### config.mk
export PLATFORM = sky130hd
export DESIGN_NAME = rx_packet_ctrl
export DESIGN_NICKNAME = d
export VERILOG_FILES = /design/src/rtl/rx_packet_ctrl.sv
export SDC_FILE = /design/constraint.sdc
export NUM_CORES = 1
export LEC_CHECK = 0
export BUFFER_PORTS_ARGS = -buffer_cell sky130_fd_sc_hd__buf_2
export CAP_MARGIN = 20
export CORE_ASPECT_RATIO = 1.1
export CORE_MARGIN = 4
export CORE_UTILIZATION = 30
export CTS_CLUSTER_SIZE = 14
export DETAILED_ROUTE_END_ITERATION = 8
export GPL_TIMING_DRIVEN = 0
export PLACE_DENSITY = 0.45
export SLEW_MARGIN = 20
export SYNTH_ARGS = -nofsm -noshare
export SYNTH_HDL_FRONTEND = slang
export SYNTH_SLANG_ARGS = --single-unit
### constraint.sdc
create_clock -name clock -period 6.9 [get_ports clock]
set_input_delay 1.38 -clock clock [delete_from_list [all_inputs] [get_ports clock]]
set_output_delay 1.38 -clock clock [all_outputs]
set_load 0.005 [all_outputs]
### src/rtl/rx_packet_ctrl.sv
// rtl/rx_packet_ctrl.sv - sync/length/payload/check frame parser staging verified packets in a FIFO.
// Optional inter-byte timeout with receiver reset pulse is enabled by defining RX_TIMEOUT_EN.
module rx_packet_ctrl #(
  parameter int         DEPTH   = 16,
  parameter int         MAXLEN  = 16,
  parameter logic [7:0] SYNC    = 8'hA5,
  parameter int         TIMEOUT = 400
) (
  input  logic       clock,
  input  logic       reset,
  input  logic [7:0] rxdata,
  input  logic       rxfinish,
  output logic       rxreset,
  output logic [7:0] pkt_data,
  output logic       pkt_last,
  output logic       pkt_valid,
  input  logic       pkt_ready,
  output logic       err,
  output logic [1:0] err_code
);

  localparam int AW = $clog2(DEPTH);
  localparam int PW = AW + 1;

  typedef enum logic [2:0] {
    S_IDLE,
    S_LEN,
    S_PAYLOAD,
    S_CHECK,
    S_DROP
  } state_t;

  state_t        state_q, state_d;
  logic          rxfinish_q;
  logic [PW-1:0] wr_tent_q, wr_tent_d;
  logic [PW-1:0] wr_commit_q, wr_commit_d;
  logic [PW-1:0] rd_q, rd_d;
  logic [7:0]    cnt_q, cnt_d;
  logic [7:0]    xor_q, xor_d;
  logic          err_q, err_d;
  logic [1:0]    err_code_q, err_code_d;
  logic          rxreset_q, rxreset_d;

  logic [8:0]    mem [DEPTH];
  logic          we;
  logic [AW-1:0] waddr;
  logic [8:0]    wdata;
  logic [8:0]    head;

  logic          byte_stb;
  logic          pop;
  logic [PW-1:0] occ;
  logic [15:0]   free_w;

`ifdef RX_TIMEOUT_EN
  localparam int TW = $clog2(TIMEOUT + 1);
  logic [TW-1:0] tmo_q, tmo_d;
  logic          timeout;
`endif

  assign byte_stb  = rxfinish & ~rxfinish_q;
  assign occ       = wr_tent_q - rd_q;
  assign free_w    = 16'(DEPTH) - 16'(occ);
  assign pkt_valid = (rd_q != wr_commit_q);
  assign pop       = pkt_valid & pkt_ready;
  assign head      = mem[rd_q[AW-1:0]];
  // Outputs are gated so an empty FIFO presents zeros, including right after reset.
  assign pkt_data  = pkt_valid ? head[7:0] : 8'd0;
  assign pkt_last  = pkt_valid ? head[8] : 1'b0;
  assign err       = err_q;
  assign err_code  = err_code_q;
  assign rxreset   = rxreset_q;

`ifdef RX_TIMEOUT_EN
  always_comb begin
    tmo_d   = tmo_q;
    timeout = 1'b0;
    if (byte_stb || state_q == S_IDLE) begin
      tmo_d = '0;
    end else if (tmo_q == TW'(TIMEOUT - 1)) begin
      timeout = 1'b1;
      tmo_d   = '0;
    end else begin
      tmo_d = tmo_q + TW'(1);
    end
  end
`endif

  always_comb begin
    state_d     = state_q;
    wr_tent_d   = wr_tent_q;
    wr_commit_d = wr_commit_q;
    rd_d        = pop ? rd_q + PW'(1) : rd_q;
    cnt_d       = cnt_q;
    xor_d       = xor_q;
    err_d       = 1'b0;
    err_code_d  = err_code_q;
    rxreset_d   = 1'b0;
    we          = 1'b0;
    waddr       = wr_tent_q[AW-1:0];
    wdata       = {(cnt_q == 8'd1), rxdata};
    if (byte_stb) begin
      case (state_q)
        S_IDLE: begin
          if (rxdata == SYNC) state_d = S_LEN;
        end
        S_LEN: begin
          if (rxdata == 8'd0 || int'(rxdata) > MAXLEN) begin
            err_d      = 1'b1;
            err_code_d = 2'd1;
            state_d    = S_IDLE;
          end else if (free_w < 16'(rxdata)) begin
            err_d      = 1'b1;
            err_code_d = 2'd2;
            cnt_d      = rxdata + 8'd1;
            state_d    = S_DROP;
          end else begin
            xor_d   = rxdata;
            cnt_d   = rxdata;
            state_d = S_PAYLOAD;
          end
        end
        S_PAYLOAD: begin
          we        = 1'b1;
          wr_tent_d = wr_tent_q + PW'(1);
          xor_d     = xor_q ^ rxdata;
          cnt_d     = cnt_q - 8'd1;
          if (cnt_q == 8'd1) state_d = S_CHECK;
        end
        S_CHECK: begin
          if (rxdata == xor_q) begin
            wr_commit_d = wr_tent_q;
          end else begin
            wr_tent_d  = wr_commit_q;
            err_d      = 1'b1;
            err_code_d = 2'd0;
          end
          state_d = S_IDLE;
        end
        S_DROP: begin
          cnt_d = cnt_q - 8'd1;
          if (cnt_q == 8'd1) state_d = S_IDLE;
        end
        default: state_d = S_IDLE;
      endcase
    end
`ifdef RX_TIMEOUT_EN
    else if (timeout) begin
      wr_tent_d  = wr_commit_q;
      err_d      = 1'b1;
      err_code_d = 2'd3;
      rxreset_d  = 1'b1;
      state_d    = S_IDLE;
    end
`endif
  end

  always_ff @(posedge clock or posedge reset) begin
    if (reset) begin
      state_q     <= S_IDLE;
      rxfinish_q  <= 1'b0;
      wr_tent_q   <= '0;
      wr_commit_q <= '0;
      rd_q        <= '0;
      cnt_q       <= '0;
      xor_q       <= '0;
      err_q       <= 1'b0;
      err_code_q  <= 2'd0;
      rxreset_q   <= 1'b0;
`ifdef RX_TIMEOUT_EN
      tmo_q       <= '0;
`endif
    end else begin
      state_q     <= state_d;
      rxfinish_q  <= rxfinish;
      wr_tent_q   <= wr_tent_d;
      wr_commit_q <= wr_commit_d;
      rd_q        <= rd_d;
      cnt_q       <= cnt_d;
      xor_q       <= xor_d;
      err_q       <= err_d;
      err_code_q  <= err_code_d;
      rxreset_q   <= rxreset_d;
`ifdef RX_TIMEOUT_EN
      tmo_q       <= tmo_d;
`endif
    end
  end

  always_ff @(posedge clock) begin
    if (we) mem[waddr] <= wdata;
  end

endmodule

# After elaboration in Yosys (flattened, before gate mapping)
# Memories as Yosys holds them, arrays and structs flattened.
# Cells that the tools add are included.
# op_classes
n_addsub	6
n_lt_le_gt_ge	2
n_eq_ne	15
n_mux	29
bitwise_logic	4
reduce_logical	14
# op_table
cell	n
two-way mux 8 bit	5
case mux 8 bit (2 select lines)	2
< comparator 16 x 8 -> 1 bit	1
two-way mux 3 bit	5
inequality test 2 bit, second input constant	6
case mux 3 bit (4 select lines)	1
AND reduction 4 bit	3
adder 5 x 1 -> 5 bit, second input constant	2
case mux 5 bit (2 select lines)	1
two-way mux 1 bit	9
adder 8 x 1 -> 8 bit, second input constant	1
equality test 8 x 1 -> 1 bit, second input constant	1
equality test 8 bit	1
equality test 8 bit, second input constant	1
greater-than comparator 8 x 5 -> 1 bit, second input constant	1
logical NOT 8 bit	1
nonzero test 2 bit	4
subtractor 8 x 1 -> 8 bit, second input constant	1
XOR 8 bit	1
equality test 3 x 2 -> 1 bit, second input constant	2
two-way mux 2 bit	3
subtractor 5 x 5 -> 6 bit, first input constant	1
two-way mux 5 bit	1
inequality test 5 bit	1
13 further kinds	15
# word_totals
regBits	38
mem_bits_rw	144
wordCells	80
n_memories	1
# memory_table
name	depth	width	read_ports	rd_clocked_by_memory_dff	write_ports	line_no	text
mem	16	9	1	0	1	44	logic [8:0] mem [DEPTH];

# Longest topological paths before layout
# Gate-level depths: netlist (run 1).
# depth
word_depth	7
mapped_depth	16
ltp_nobuf	13

# Worst setup path before layout (run 1)
# OpenSTA, ideal clock, no wires.
# synth_timing
kind	in2reg
from	in rxfinish
to	mem mem[0][0] (enable)
setup_ps	387
t_arrival_ps	3127
setup_slack_ps	3386
stages	6
n_path_buf	1
path_cell_list	nor2b_1 nand2_1 nor3_2 buf_2 nand2_1 nor3_1
# synth_between
elab_chain_cells	4
# synth_rtl
element	line_no	text
from (decl)	12	input logic rxfinish,
AND 1 bit	61	assign byte_stb = rxfinish & ~rxfinish_q;
two-way mux 1 bit	102	if (byte_stb) begin
two-way mux 1 bit	191	if (we) mem[waddr] <= wdata;
two-way mux 1 bit (implied by the code)	191	
to (decl)	44	
# Every way passes these cells.

# Worst setup path in the final report (run 1)
# layout_timing
from	reg rd_q[1]
to	out pkt_data[1]
# layout_between
elab_chain_cells	2
word_cells_on_any_way	3
# layout_rtl
element	line_no	text
from (decl)	37	logic [PW-1:0] rd_q, rd_d;
from (signal assigned)	178	rd_q <= rd_d;
memory read (16 x 9 bit) or inequality test 5 bit (tied branches)	-	
two-way mux 8 bit *	68	assign pkt_data = pkt_valid ? head[7:0] : 8'd0;
to (decl)	14	output logic [7:0] pkt_data,
# Every way passes the cells marked *; elsewhere a longest branch is shown, timed or not.

==> flow_metrics.py, run 1 <==
metrics = {
    "routing": {
        "drt-total-wl_um": 19780,
        "route.detailed.vias_per_inst": 4.955,
        "drt-pass1-iter-count": 5,
        "detail_route.iter0.violations": 276,
        "drtAntennaViolNets": 0,
        "drc": 0,
        "drt-wirelength-per-cell_um": 20.63,
        "vias": 4752,
    },
    "synth": {
        "synthesis.area_per_instance_um2": 15.44,
        "syn_inst": 540,
        "yosysUniqueCellTypes": 59,
        "synth_top_area_share_pct": 51.87,
        "yosys_warnings": 0,
        "netlist_top_cells_area": "sky130_fd_sc_hd__edfxtp_1, sky130_fd_sc_hd__mux4_2, sky130_fd_sc_hd__dfrtp_1",
        "yosysMostFrequentCell": "sky130_fd_sc_hd__edfxtp_1",
        "count_of_flip_flops_with_a_built_in_enable_after_synthesis": 144,
        "synth_common_cells": "sky130_fd_sc_hd__edfxtp_1, sky130_fd_sc_hd__mux4_2, sky130_fd_sc_hd__dfrtp_1, sky130_fd_sc_hd__nand2_1, sky130_fd_sc_hd__nor2_1",
        "mappedNetlistNets": 572,
        "synth_top_area_cell": "sky130_fd_sc_hd__edfxtp_1",
        "ys_dominant_reg_cell": "sky130_fd_sc_hd__edfxtp_1",
        "post_synthesis_sequential_element_count": 182,
        "mappedNetlistArea_um2": 8337,
        "postSynth.asyncResetShare_pct": 20.88,
        "yosysSeqAreaShare_pct": 63.27,
    },
    "setup_path": {
        "max_fo_critical_path": 10,
        "setup.worst_path.start": "rd_q[1]$_DFFE_PP0P_",
        "worstSetupPathType": "reg -> out",
        "capture_point_of_the_critical_path": "pkt_data[1]",
        "worst_r2r_endpoint": "xor_q[4]$_DFFE_PP0P_",
        "worstSetupStartpointType": "register",
        "worst-endpoint-arrival_ns": 3.26,
        "worstSetupEndpointType": "output port",
        "rr_startpoint": "rd_q[1]$_DFFE_PP0P_",
        "required_ns": 5.52,
        "reg2reg_setup_slack_ns": 2.41,
        "worst_r2r_path_depth": 15,
    },
    "run": {
        "max_cap_viol_count": 0,
    },
    "clocking": {
        "cts_sinks": 182,
        "cts.hold.buffers_added": 0,
        "clk_path_buf_depth": 2,
        "clock_pin_slew_on_the_worst_setup_and_hold_paths_ns": 0.08,
        "insertion_delay_ns": 0.43,
        "tritoncts.num_buffers": 17,
        "cts_repair_resized_insts": 0,
        "tritoncts": "built",
        "cts-root-buf": "sky130_fd_sc_hd__clkbuf_16",
        "post_cts.repair.setup_buffers": 0,
        "h_tree_levels": 4,
    },
    "sta": {
        "setup_slack_ns": 2.265,
        "timing_worst_slew_pin_value_ns": 0.9924,
        "layout_worst_path_cycle_share_pct": 67.18,
        "report.final.setup_viol": 0,
        "min_period_ns": 4.635,
        "fin_hold_ws_ns": 0.5427,
        "final-max-slew-violation-count": 0,
        "report.final.hold_viol_count": 0,
        "rsz0062_at_grt": "no",
        "max_slew_headroom_pct": 33.59,
        "fmaxAchievable_ghz": 0.2157,
        "tns_ns": 0,
        "clock_skew_ns": 0.01462,
    },
    "die": {
        "die_width_um": 166.9,
        "ios": 26,
        "die_h_um": 182.8,
        "start_util_pct": 30.66,
        "placementRows": 63,
        "dieArea_um2": 30520,
        "placeableCoreArea_um2": 27190,
    },
    "final_layout": {
        "area_of_combinational_cells_with_multiple_inputs_um2": 2868,
        "post_route_cells_drive_above_1_share_pct": 24.92,
        "finalCoreUtilization_pct": 35.23,
        "nFillCells": 2597,
        "num_antenna_cells": 0,
        "final_nets": 621,
        "synthToLayoutAreaGrowth_pct": 14.93,
        "ff_latch_area_um2": 5275,
    },
    "global_routing": {
        "grt-ovfl-total": 0,
        "largest_net_degree_at_the_start_of_global_routing": 24,
        "number_of_global_route_vias_before_repair": 4936,
        "first_pass_grt_wire_length_um": 30490,
        "grtUsageTotal_pct": 13.25,
        "grt_antenna_before_repair": 0,
    },
    "power": {
        "power_per_cell_area_nw_per_um2": 336.3,
        "power.static_leakage_nw": 3.258,
        "total_power_w": 0.003222,
        "peakVddDrop_v": 0.0001478,
    },
    "placed_design": {
        "preCtsSetupSlack_ns": 2.435,
        "io_buffer_count": 24,
        "globalplace.congestion": 0.7921,
        "dp_hpwl_um": 13620,
    },
    "worst_hold_path": {
        "timing.hold.worst.class": "reg -> reg",
    },
    "run_status": {
        "status": "finished clean",
    },
}
-- kinds of logic (layout without fill, tap and decap cells) --
kind of cell | Yosys count | count (layout) | share of synthesized area [%]
flops | 182 | 182 | 63.27
simple gates | 135 | 135 | 8.600
compound gates | 78 | 78 | 6.394
mux | 52 | 52 | 13.06
buf+inv | 45 | 107 | 2.701
xor+xnor | 27 | 27 | 2.836
fa+ha+maj | 20 | 20 | 3.092
other cells | 1 | 1 | 0.04498
-- area by class of cell --
type / count / area share [%]
flip-flops and latches: 182 / 55.05
multi-input cells: 313 / 29.93
well taps: 357 / 4.662
clock buffers: 18 / 4.479
repair buffers: 30 / 1.893
plain buffers: 27 / 1.645
clock inverters: 14 / 1.632
inverters: 18 / 0.7051
-- through the flow --
| step | std cells | instance area, um2 |
|---|---|---|
| finish | 959 | 9582 |
| floorplan | 540 | 8337 |
| detailed placement | 927 | 8996 |
| CTS | 959 | 9582 |
| global route | 959 | 9582 |
| global placement | 921 | 8904 |
-- registers in the layout (all words and copies together), names as in the netlist --
| register | cells |
|---|---|
| wr_commit_q | 5 |
| cnt_q | 8 |
| wr_tent_q | 5 |
| mem | 144 |
| xor_q | 8 |
| rd_q | 5 |
| err_code | 2 |
| err | 1 |
| state_q | 3 |
| rxfinish_q | 1 |
-- where the power goes --
group / leakage (nW) / internal (W) / total, W / switching, W
sequential: 1.75 / 0.00120 / 0.00124 / 0.0000393
clock: 0.281 / 0.000515 / 0.000972 / 0.000456
combinational: 1.23 / 0.000481 / 0.00101 / 0.000526
-- worst max-delay path: stages (launching register included) --
cell                       delay [ns]
sky130_fd_sc_hd__dfrtp_1         0.51
sky130_fd_sc_hd__clkbuf_1        0.67
sky130_fd_sc_hd__buf_2           0.41
sky130_fd_sc_hd__mux4_2          0.41
sky130_fd_sc_hd__mux4_2          0.52
sky130_fd_sc_hd__nor2b_1         0.15
sky130_fd_sc_hd__buf_2           0.15
-- worst min path at each step --
stage / depth (start not counted) / startpoint / endpoint / slack, ns
floorplan: 1 / cnt_q[6]$_DFFE_PP0P_ / cnt_q[6]$_DFFE_PP0P_ / 0.47
global placement: 1 / cnt_q[6]$_DFFE_PP0P_ / cnt_q[6]$_DFFE_PP0P_ / 0.48
detailed placement: 1 / cnt_q[6]$_DFFE_PP0P_ / cnt_q[6]$_DFFE_PP0P_ / 0.51
CTS: 1 / cnt_q[6]$_DFFE_PP0P_ / cnt_q[6]$_DFFE_PP0P_ / 0.53
global route: 2 / err_code[1]$_DFFE_PP0P_ / err_code[1]$_DFFE_PP0P_ / 0.57
finish: 1 / cnt_q[6]$_DFFE_PP0P_ / cnt_q[6]$_DFFE_PP0P_ / 0.54
-- per-layer routing --
metal | track usage (%) | share of wire (%)
met1 | 17.80 | 46
met2 | 22.58 | 51
met3 | 2.479 | 2.6
met4 | 2.946 | 0.75
met5 | 0 | 0
-- cells in the final DEF (no fill, tap or decap), types with 5 or more instances in the layout --
cell                          n
sky130_fd_sc_hd__nand2b_1     8
sky130_fd_sc_hd__dfrtp_1     38
sky130_fd_sc_hd__clkbuf_1    10
sky130_fd_sc_hd__nor2b_1     13
sky130_fd_sc_hd__nor3_2       5
sky130_fd_sc_hd__nand4_1      6
sky130_fd_sc_hd__a211oi_1    10
sky130_fd_sc_hd__a21oi_1     18
sky130_fd_sc_hd__clkbuf_16   17
sky130_fd_sc_hd__xor2_1      10
sky130_fd_sc_hd__buf_4       10
sky130_fd_sc_hd__edfxtp_1   144
sky130_fd_sc_hd__o21ai_0     21
sky130_fd_sc_hd__nand3_1     11
sky130_fd_sc_hd__inv_6        5
sky130_fd_sc_hd__mux4_2      45
sky130_fd_sc_hd__nand2_1     31
sky130_fd_sc_hd__nor2_1      28
sky130_fd_sc_hd__ha_1        19
sky130_fd_sc_hd__buf_2       32
sky130_fd_sc_hd__xnor2_1     17
sky130_fd_sc_hd__nor3_1       8
sky130_fd_sc_hd__inv_1       16
(Power assumes the default switching activity.)
==> inputs of run 2 (changes only) <==
--- a/config.mk
+++ b/config.mk
@@ -13,7 +13,7 @@
 export CTS_CLUSTER_SIZE = 14
 export DETAILED_ROUTE_END_ITERATION = 8
 export GPL_TIMING_DRIVEN = 0
-export PLACE_DENSITY = 0.45
+export PLACE_DENSITY = 0.47
 export SLEW_MARGIN = 20
 export SYNTH_ARGS = -nofsm -noshare
 export SYNTH_HDL_FRONTEND = slang
==> constraint.sdc (replaced) <==
create_clock -name clock -period 3.7 [get_ports clock]
set_input_delay 0.74 -clock clock [delete_from_list [all_inputs] [get_ports clock]]
set_output_delay 0.74 -clock clock [all_outputs]
set_load 0.005 [all_outputs]
==> run 2 against run 1 <==
Die area did not move. Combinational power rose by 97%. Wire length fell by 1.1%. Sequential share of layout area fell by 0.25 points. Critical endpoint is now pkt_data[6]. Highest routed layer unchanged.
==> flow_metrics.py, run 2 (synthesis results as in run 1) <==
metrics = {
    "setup_path": {
        "worstSetupPathType": "reg -> out",
        "max_fo_critical_path": 10,
        "reg2reg_setup_slack_ns": 0.27,
        "worstSetupEndpointType": "output port",
        "worstSetupStartpointType": "register",
        "worst-endpoint-arrival_ns": 2.82,
        "worst_r2r_path_depth": 14,
        "worst_r2r_endpoint": "err_code[1]$_DFFE_PP0P_",
        "rr_startpoint": "wr_tent_q[0]$_DFFE_PP0P_",
        "required_ns": 2.96,
    },
    "power": {
        "power.net_switching_w": 0.001891,
        "peakVddDrop_v": 0.0002697,
        "power.combinational.fraction_pct": 33.1,
        "p_sw_share_pct": 31.53,
        "power.share.sequential_pct": 38.5,
        "power_per_cell_area_nw_per_um2": 622.8,
        "clock_power_share_pct": 28.4,
        "total_power_w": 0.005998,
        "p_int_w": 0.004107,
        "power.static_leakage_nw": 3.275,
    },
    "clocking": {
        "clock_pin_slew_on_the_worst_setup_and_hold_paths_ns": 0.07,
        "tritoncts.num_buffers": 17,
        "tritoncts": "built",
        "h_tree_levels": 4,
        "cts_sinks": 182,
        "insertion_delay_ns": 0.43,
        "cts-root-buf": "sky130_fd_sc_hd__clkbuf_16",
        "clk_path_buf_depth": 2,
    },
    "final_layout": {
        "largest_register_ffs": 144,
        "ff_latch_area_um2": 5278,
        "post_route_cells_drive_above_1_share_pct": 26.73,
        "final_nets": 626,
        "reg.largest.list": "mem (144), cnt_q (8), xor_q (8)",
        "fin_area_um2": 9630,
        "fin_cells": 963,
        "area_of_combinational_cells_with_multiple_inputs_um2": 2892,
        "nFillCells": 2620,
        "largest_register": "mem",
        "synthToLayoutAreaGrowth_pct": 15.52,
        "num_antenna_cells": 0,
        "most_frequent_standard_cell_in_the_layout_excluding_fill_and_tap_cells": "sky130_fd_sc_hd__edfxtp_1",
        "mostFrequentLayoutCells": "sky130_fd_sc_hd__edfxtp_1, sky130_fd_sc_hd__mux4_2, sky130_fd_sc_hd__dfrtp_1, sky130_fd_sc_hd__buf_2, sky130_fd_sc_hd__nand2_1",
    },
    "worst_hold_path": {
        "timing.hold.worst.class": "in -> async",
    },
    "sta": {
        "timing_worst_slew_pin_value_ns": 0.9684,
        "rsz0062_at_grt": "no",
        "layout_worst_path_cycle_share_pct": 96.18,
        "fin_hold_ws_ns": 0.2953,
        "report.final.hold_viol_count": 0,
        "tns_ns": 0,
        "clock_skew_ns": 0.01885,
        "min_period_ns": 3.559,
        "final-max-slew-violation-count": 0,
        "fmaxAchievable_ghz": 0.2810,
        "report.final.setup_viol": 0,
        "max_slew_headroom_pct": 35.20,
    },
    "routing": {
        "drtAntennaViolNets": 0,
        "route.detailed.vias_per_inst": 4.963,
        "drt-wirelength-per-cell_um": 20.32,
        "detail_route.iter0.violations": 348,
        "vias": 4779,
        "drt-pass1-iter-count": 4,
        "drt-total-wl_um": 19570,
        "drc": 0,
    },
    "die": {
        "start_util_pct": 30.66,
        "placementRows": 63,
        "placeableCoreArea_um2": 27190,
        "die_width_um": 166.9,
        "die_h_um": 182.8,
        "dieArea_um2": 30520,
        "ios": 26,
    },
    "global_routing": {
        "number_of_global_route_vias_before_repair": 4899,
        "grtUsageTotal_pct": 13.01,
        "grt-ovfl-total": 0,
        "grt_antenna_before_repair": 0,
        "first_pass_grt_wire_length_um": 30080,
        "largest_net_degree_at_the_start_of_global_routing": 24,
    },
    "placed_design": {
        "io_buffer_count": 24,
        "globalplace.congestion": 0.7866,
        "post_dp_cell_area_um2": 8996,
        "dp_hpwl_um": 13450,
        "dp.cells": 927,
    },
    "run_status": {
        "status": "finished clean",
    },
    "run": {
        "max_cap_viol_count": 0,
    },
}
-- run 2: worst max path at each step --
stage / start / endpoint / slack, ns / cells after the start
finish: rd_q[0]$_DFFE_PP0P_ / pkt_data[6] / 0.14 / 6
global route: rd_q[0]$_DFFE_PP0P_ / pkt_data[6] / 0.02 / 6
CTS: wr_tent_q[0]$_DFFE_PP0P_ / err_code[1]$_DFFE_PP0P_ / 0.03 / 14
detailed placement: rd_q[1]$_DFFE_PP0P_ / xor_q[4]$_DFFE_PP0P_ / -0.72 / 15
global placement: rd_q[1]$_DFFE_PP0P_ / xor_q[0]$_DFFE_PP0P_ / -0.61 / 15
floorplan: rd_q[1]$_DFFE_PP0P_ / err_code[1]$_DFFE_PP0P_ / 0.28 / 16
-- run 2: per-stage QoR --
stage                     setup WS [ns]  util, %
after floorplan                  0.2771        -
after global placement          -0.6063    32.74
after detailed placement        -0.7200    33.08
after CTS                       0.02939    35.16
after global routing            0.02174    35.41
final                            0.1412    35.41
-- run 2: critical path, stage by stage (launching register included) --
cell                      delay (ns)
sky130_fd_sc_hd__dfrtp_1        0.49
sky130_fd_sc_hd__buf_4          0.31
sky130_fd_sc_hd__buf_6          0.22
sky130_fd_sc_hd__mux4_2         0.57
sky130_fd_sc_hd__mux4_2         0.52
sky130_fd_sc_hd__nor2b_1        0.15
sky130_fd_sc_hd__buf_2          0.13
-- run 2: per-layer routing --
metal,global-route usage (%),vias to the layer above,share of wire (%)
li1,-,2186,-
met1,17.53,2499,45
met2,22.07,79,50
met3,2.479,15,3.4
met4,2.848,0,0.83
met5,0,-,0
-- run 2: power by group through the flow --
stage / Clock, W / Sequential (W) / Combinational, W
6_report: 0.00170 / 0.00231 / 0.00199
5_1_grt: 0.00183 / 0.00231 / 0.00218
4_1_cts: 0.00174 / 0.00232 / 0.00196
3_5_place_dp: 0 / 0.00236 / 0.00192
3_3_place_gp: 0 / 0.00236 / 0.00190
2_1_floorplan: 0 / 0.00233 / 0.00135
-- run 2: area by class of cell --
cell class	instances	area share [%]
multi-input combinational	313	30.02
sequential	182	54.80
clock inverter	13	1.234
buffer	26	1.793
tap	357	4.638
clock buffer	18	4.456
timing repair buffer	36	2.352
inverter	18	0.7016
-- run 2: timing repair --
item / CTS / global route
endpoints found under the hold margin: 0 / 0
hold buffers: 0 / 0
gates resized for setup: 5 / 13
setup endpoints to repair: 26 / 26
buffers inserted: 2 / 4
pin swaps: 1 / 0
==> inputs of run 3 (changes only) <==
--- a/config.mk
+++ b/config.mk
@@ -13,7 +13,7 @@
 export CTS_CLUSTER_SIZE = 14
 export DETAILED_ROUTE_END_ITERATION = 8
 export GPL_TIMING_DRIVEN = 0
-export PLACE_DENSITY = 0.47
+export PLACE_DENSITY = 0.45
 export SLEW_MARGIN = 20
 export SYNTH_ARGS = -nofsm -noshare
 export SYNTH_HDL_FRONTEND = slang
==> constraint.sdc (replaced) <==
create_clock -name clock -period 3.35 [get_ports clock]
set_input_delay 0.67 -clock clock [delete_from_list [all_inputs] [get_ports clock]]
set_output_delay 0.67 -clock clock [all_outputs]
set_load 0.005 [all_outputs]
==> run 3 against run 2 <==
Sequential power grew 10%. Clock power grew 18%. Die area is the same. Non-clock buffer count grew 9. Combinational power grew 31%. Flip-flop and latch count is the same.
==> flow_metrics.py, run 3 (synthesis results as in run 1) <==
metrics = {
    "global_routing": {
        "number_of_global_route_vias_before_repair": 5023,
        "grt_antenna_before_repair": 0,
        "grt-ovfl-total": 0,
        "first_pass_grt_wire_length_um": 30990,
        "grtUsageTotal_pct": 13.41,
        "largest_net_degree_at_the_start_of_global_routing": 32,
    },
    "final_layout": {
        "largest_register": "mem",
        "most_frequent_standard_cell_in_the_layout_excluding_fill_and_tap_cells": "sky130_fd_sc_hd__edfxtp_1",
        "post_route_cells_drive_above_1_share_pct": 32.47,
        "finalCoreUtilization_pct": 36.48,
        "ff_latch_area_um2": 5281,
        "final_nets": 635,
        "area_of_combinational_cells_with_multiple_inputs_um2": 3000,
        "largest_register_ffs": 144,
        "synthToLayoutAreaGrowth_pct": 19.00,
        "fin_area_um2": 9921,
        "mostFrequentLayoutCells": "sky130_fd_sc_hd__edfxtp_1, sky130_fd_sc_hd__mux4_2, sky130_fd_sc_hd__dfrtp_1, sky130_fd_sc_hd__nand2_1, sky130_fd_sc_hd__buf_2",
        "reg.largest.list": "mem (144), cnt_q (8), xor_q (8)",
        "num_antenna_cells": 0,
        "nFillCells": 2597,
    },
    "setup_path": {
        "cp_slowest_cell": "sky130_fd_sc_hd__dfrtp_2",
        "required_ns": 3.64,
        "worst_path_largest_cell_delay_ns": 0.48,
        "worstSetupEndpointType": "register",
        "cpLargestDelayFamily": "compound AO/OA/AOI/OAI gates",
        "max_fo_critical_path": 5,
        "path_cells": "ha_4, fa_2, nand2b_4, a21oi_2, xnor2_2, xor2_1, ha_1, a21oi_2, o21ai_2, a22o_1, buf_6, a221oi_4, o22ai_1",
        "timing.critical_path.buf_inv": 1,
        "reg2reg_setup_slack_ns": 0.09,
        "worstSetupPathType": "reg -> reg",
        "critPathMostFrequentCell": "sky130_fd_sc_hd__a21oi_2",
        "worstSetupStartpointType": "register",
        "worst-endpoint-arrival_ns": 3.56,
    },
    "sta": {
        "layout_worst_path_cycle_share_pct": 97.36,
        "min_period_ns": 3.262,
        "timing_worst_slew_pin_value_ns": 1.036,
        "clock_skew_ns": 0.01647,
        "final-max-slew-violation-count": 0,
        "fin_hold_ws_ns": 0.1399,
        "report.final.setup_viol": 0,
        "max_slew_headroom_pct": 30.67,
        "setup_slack_ns": 0.08844,
        "report.final.hold_viol_count": 0,
        "rsz0062_at_grt": "yes",
        "fmaxAchievable_ghz": 0.3066,
    },
    "routing": {
        "drc": 0,
        "detail_route.iter0.violations": 371,
        "drt-pass1-iter-count": 4,
        "route.detailed.vias_per_inst": 4.918,
        "drtAntennaViolNets": 0,
        "drt-total-wl_um": 20000,
        "vias": 4785,
        "drt-wirelength-per-cell_um": 20.56,
    },
    "clocking": {
        "h_tree_levels": 4,
        "cts-root-buf": "sky130_fd_sc_hd__clkbuf_16",
        "clk_path_buf_depth": 2,
        "insertion_delay_ns": 0.43,
        "cts_sinks": 182,
        "tritoncts.num_buffers": 17,
        "tritoncts": "built",
        "clock_pin_slew_on_the_worst_setup_and_hold_paths_ns": 0.07,
        "cts.hold.buffers_added": 0,
    },
    "placed_design": {
        "post_dp_cell_area_um2": 8997,
        "dp_hpwl_um": 13680,
        "preCtsSetupSlack_ns": -0.7528,
        "io_buffer_count": 24,
        "globalplace.congestion": 0.7763,
    },
    "power": {
        "power.static_leakage_nw": 3.396,
        "power_per_cell_area_nw_per_um2": 721.3,
        "peakVddDrop_v": 0.0002953,
        "total_power_w": 0.007156,
    },
    "run_status": {
        "status": "finished clean",
    },
    "die": {
        "placeableCoreArea_um2": 27190,
        "ios": 26,
        "die_h_um": 182.8,
        "dieArea_um2": 30520,
        "placementRows": 63,
        "start_util_pct": 30.66,
        "die_width_um": 166.9,
    },
    "worst_hold_path": {
        "timing.hold.worst.class": "in -> async",
    },
    "run": {
        "max_cap_viol_count": 0,
    },
}
==> run 3: cell count changes in the layout (fill, tap and decap cells not counted), moves of 3 or more <==
| cell | before | now |
|---|---|---|
| sky130_fd_sc_hd__nor2_1 | 28 | 20 |
| sky130_fd_sc_hd__dfrtp_2 | 2 | 5 |
| sky130_fd_sc_hd__dfrtp_1 | 36 | 33 |
| sky130_fd_sc_hd__nor2_2 | 1 | 9 |
| sky130_fd_sc_hd__buf_4 | 16 | 22 |
| sky130_fd_sc_hd__clkbuf_1 | 7 | 4 |
| sky130_fd_sc_hd__clkinv_4 | 0 | 5 |
| sky130_fd_sc_hd__clkinvlp_4 | 6 | 0 |
==> run 3: stage by stage <==
step	TNS (ns)	instances
after global placement	-56.47	921
after global routing	-0.4519	973
after floorplan	0	540
after detailed placement	-39.12	927
final	0	973
after CTS	0	965
==> run 3: cell type report <==
cell class,count,area share (%)
flip-flops and latches,182,53.24
clock buffers,17,4.288
inverters,18,0.7315
plain buffers,25,2.232
clock inverters,15,1.627
well taps,357,4.502
repair buffers,46,3.140
multi-input cells,313,30.24
==> run 3: power by group <==
group / leakage [nW] / switching [W] / total (W) / internal (W)
logic: 1.36 / 0.00125 / 0.00260 / 0.00135
clock network: 0.292 / 0.000946 / 0.00201 / 0.00106
registers: 1.74 / 0.0000623 / 0.00255 / 0.00248
==> run 3: worst paths after layout <==
check / from / end / cells past startpoint
max: rd_q[0]$_DFFE_PP0P_ / err_code[1]$_DFFE_PP0P_ / 13
min: reset / rd_q[4]$_DFFE_PP0P_ / 2
max reg2reg: rd_q[0]$_DFFE_PP0P_ / err_code[1]$_DFFE_PP0P_ / 13
min reg2reg: err_code[0]$_DFFE_PP0P_ / err_code[0]$_DFFE_PP0P_ / 2
max in group asynchronous: reset / xor_q[2]$_DFFE_PP0P_ / 3
min in group clock: rxfinish / rxfinish_q$_DFF_PP0_ / 1
==> run 3: metal layers <==
layer | global-route usage [%] | vias up | part of all wire [%]
met4 | 3.011 | 0 | 0.85
met1 | 18.14 | 2496 | 46
met3 | 2.479 | 15 | 2.8
li1 | - | 2209 | -
met2 | 22.71 | 65 | 51
met5 | 0 | - | 0
==> run 3: timing repair <==
| item | 4_1_cts | 5_1_grt |
|---|---|---|
| gates cloned | 0 | 1 |
| endpoints found under the setup margin | 28 | 127 |
| buffers inserted | 8 | 7 |
| gates resized for setup | 26 | 35 |
| pin swaps | 3 | 15 |
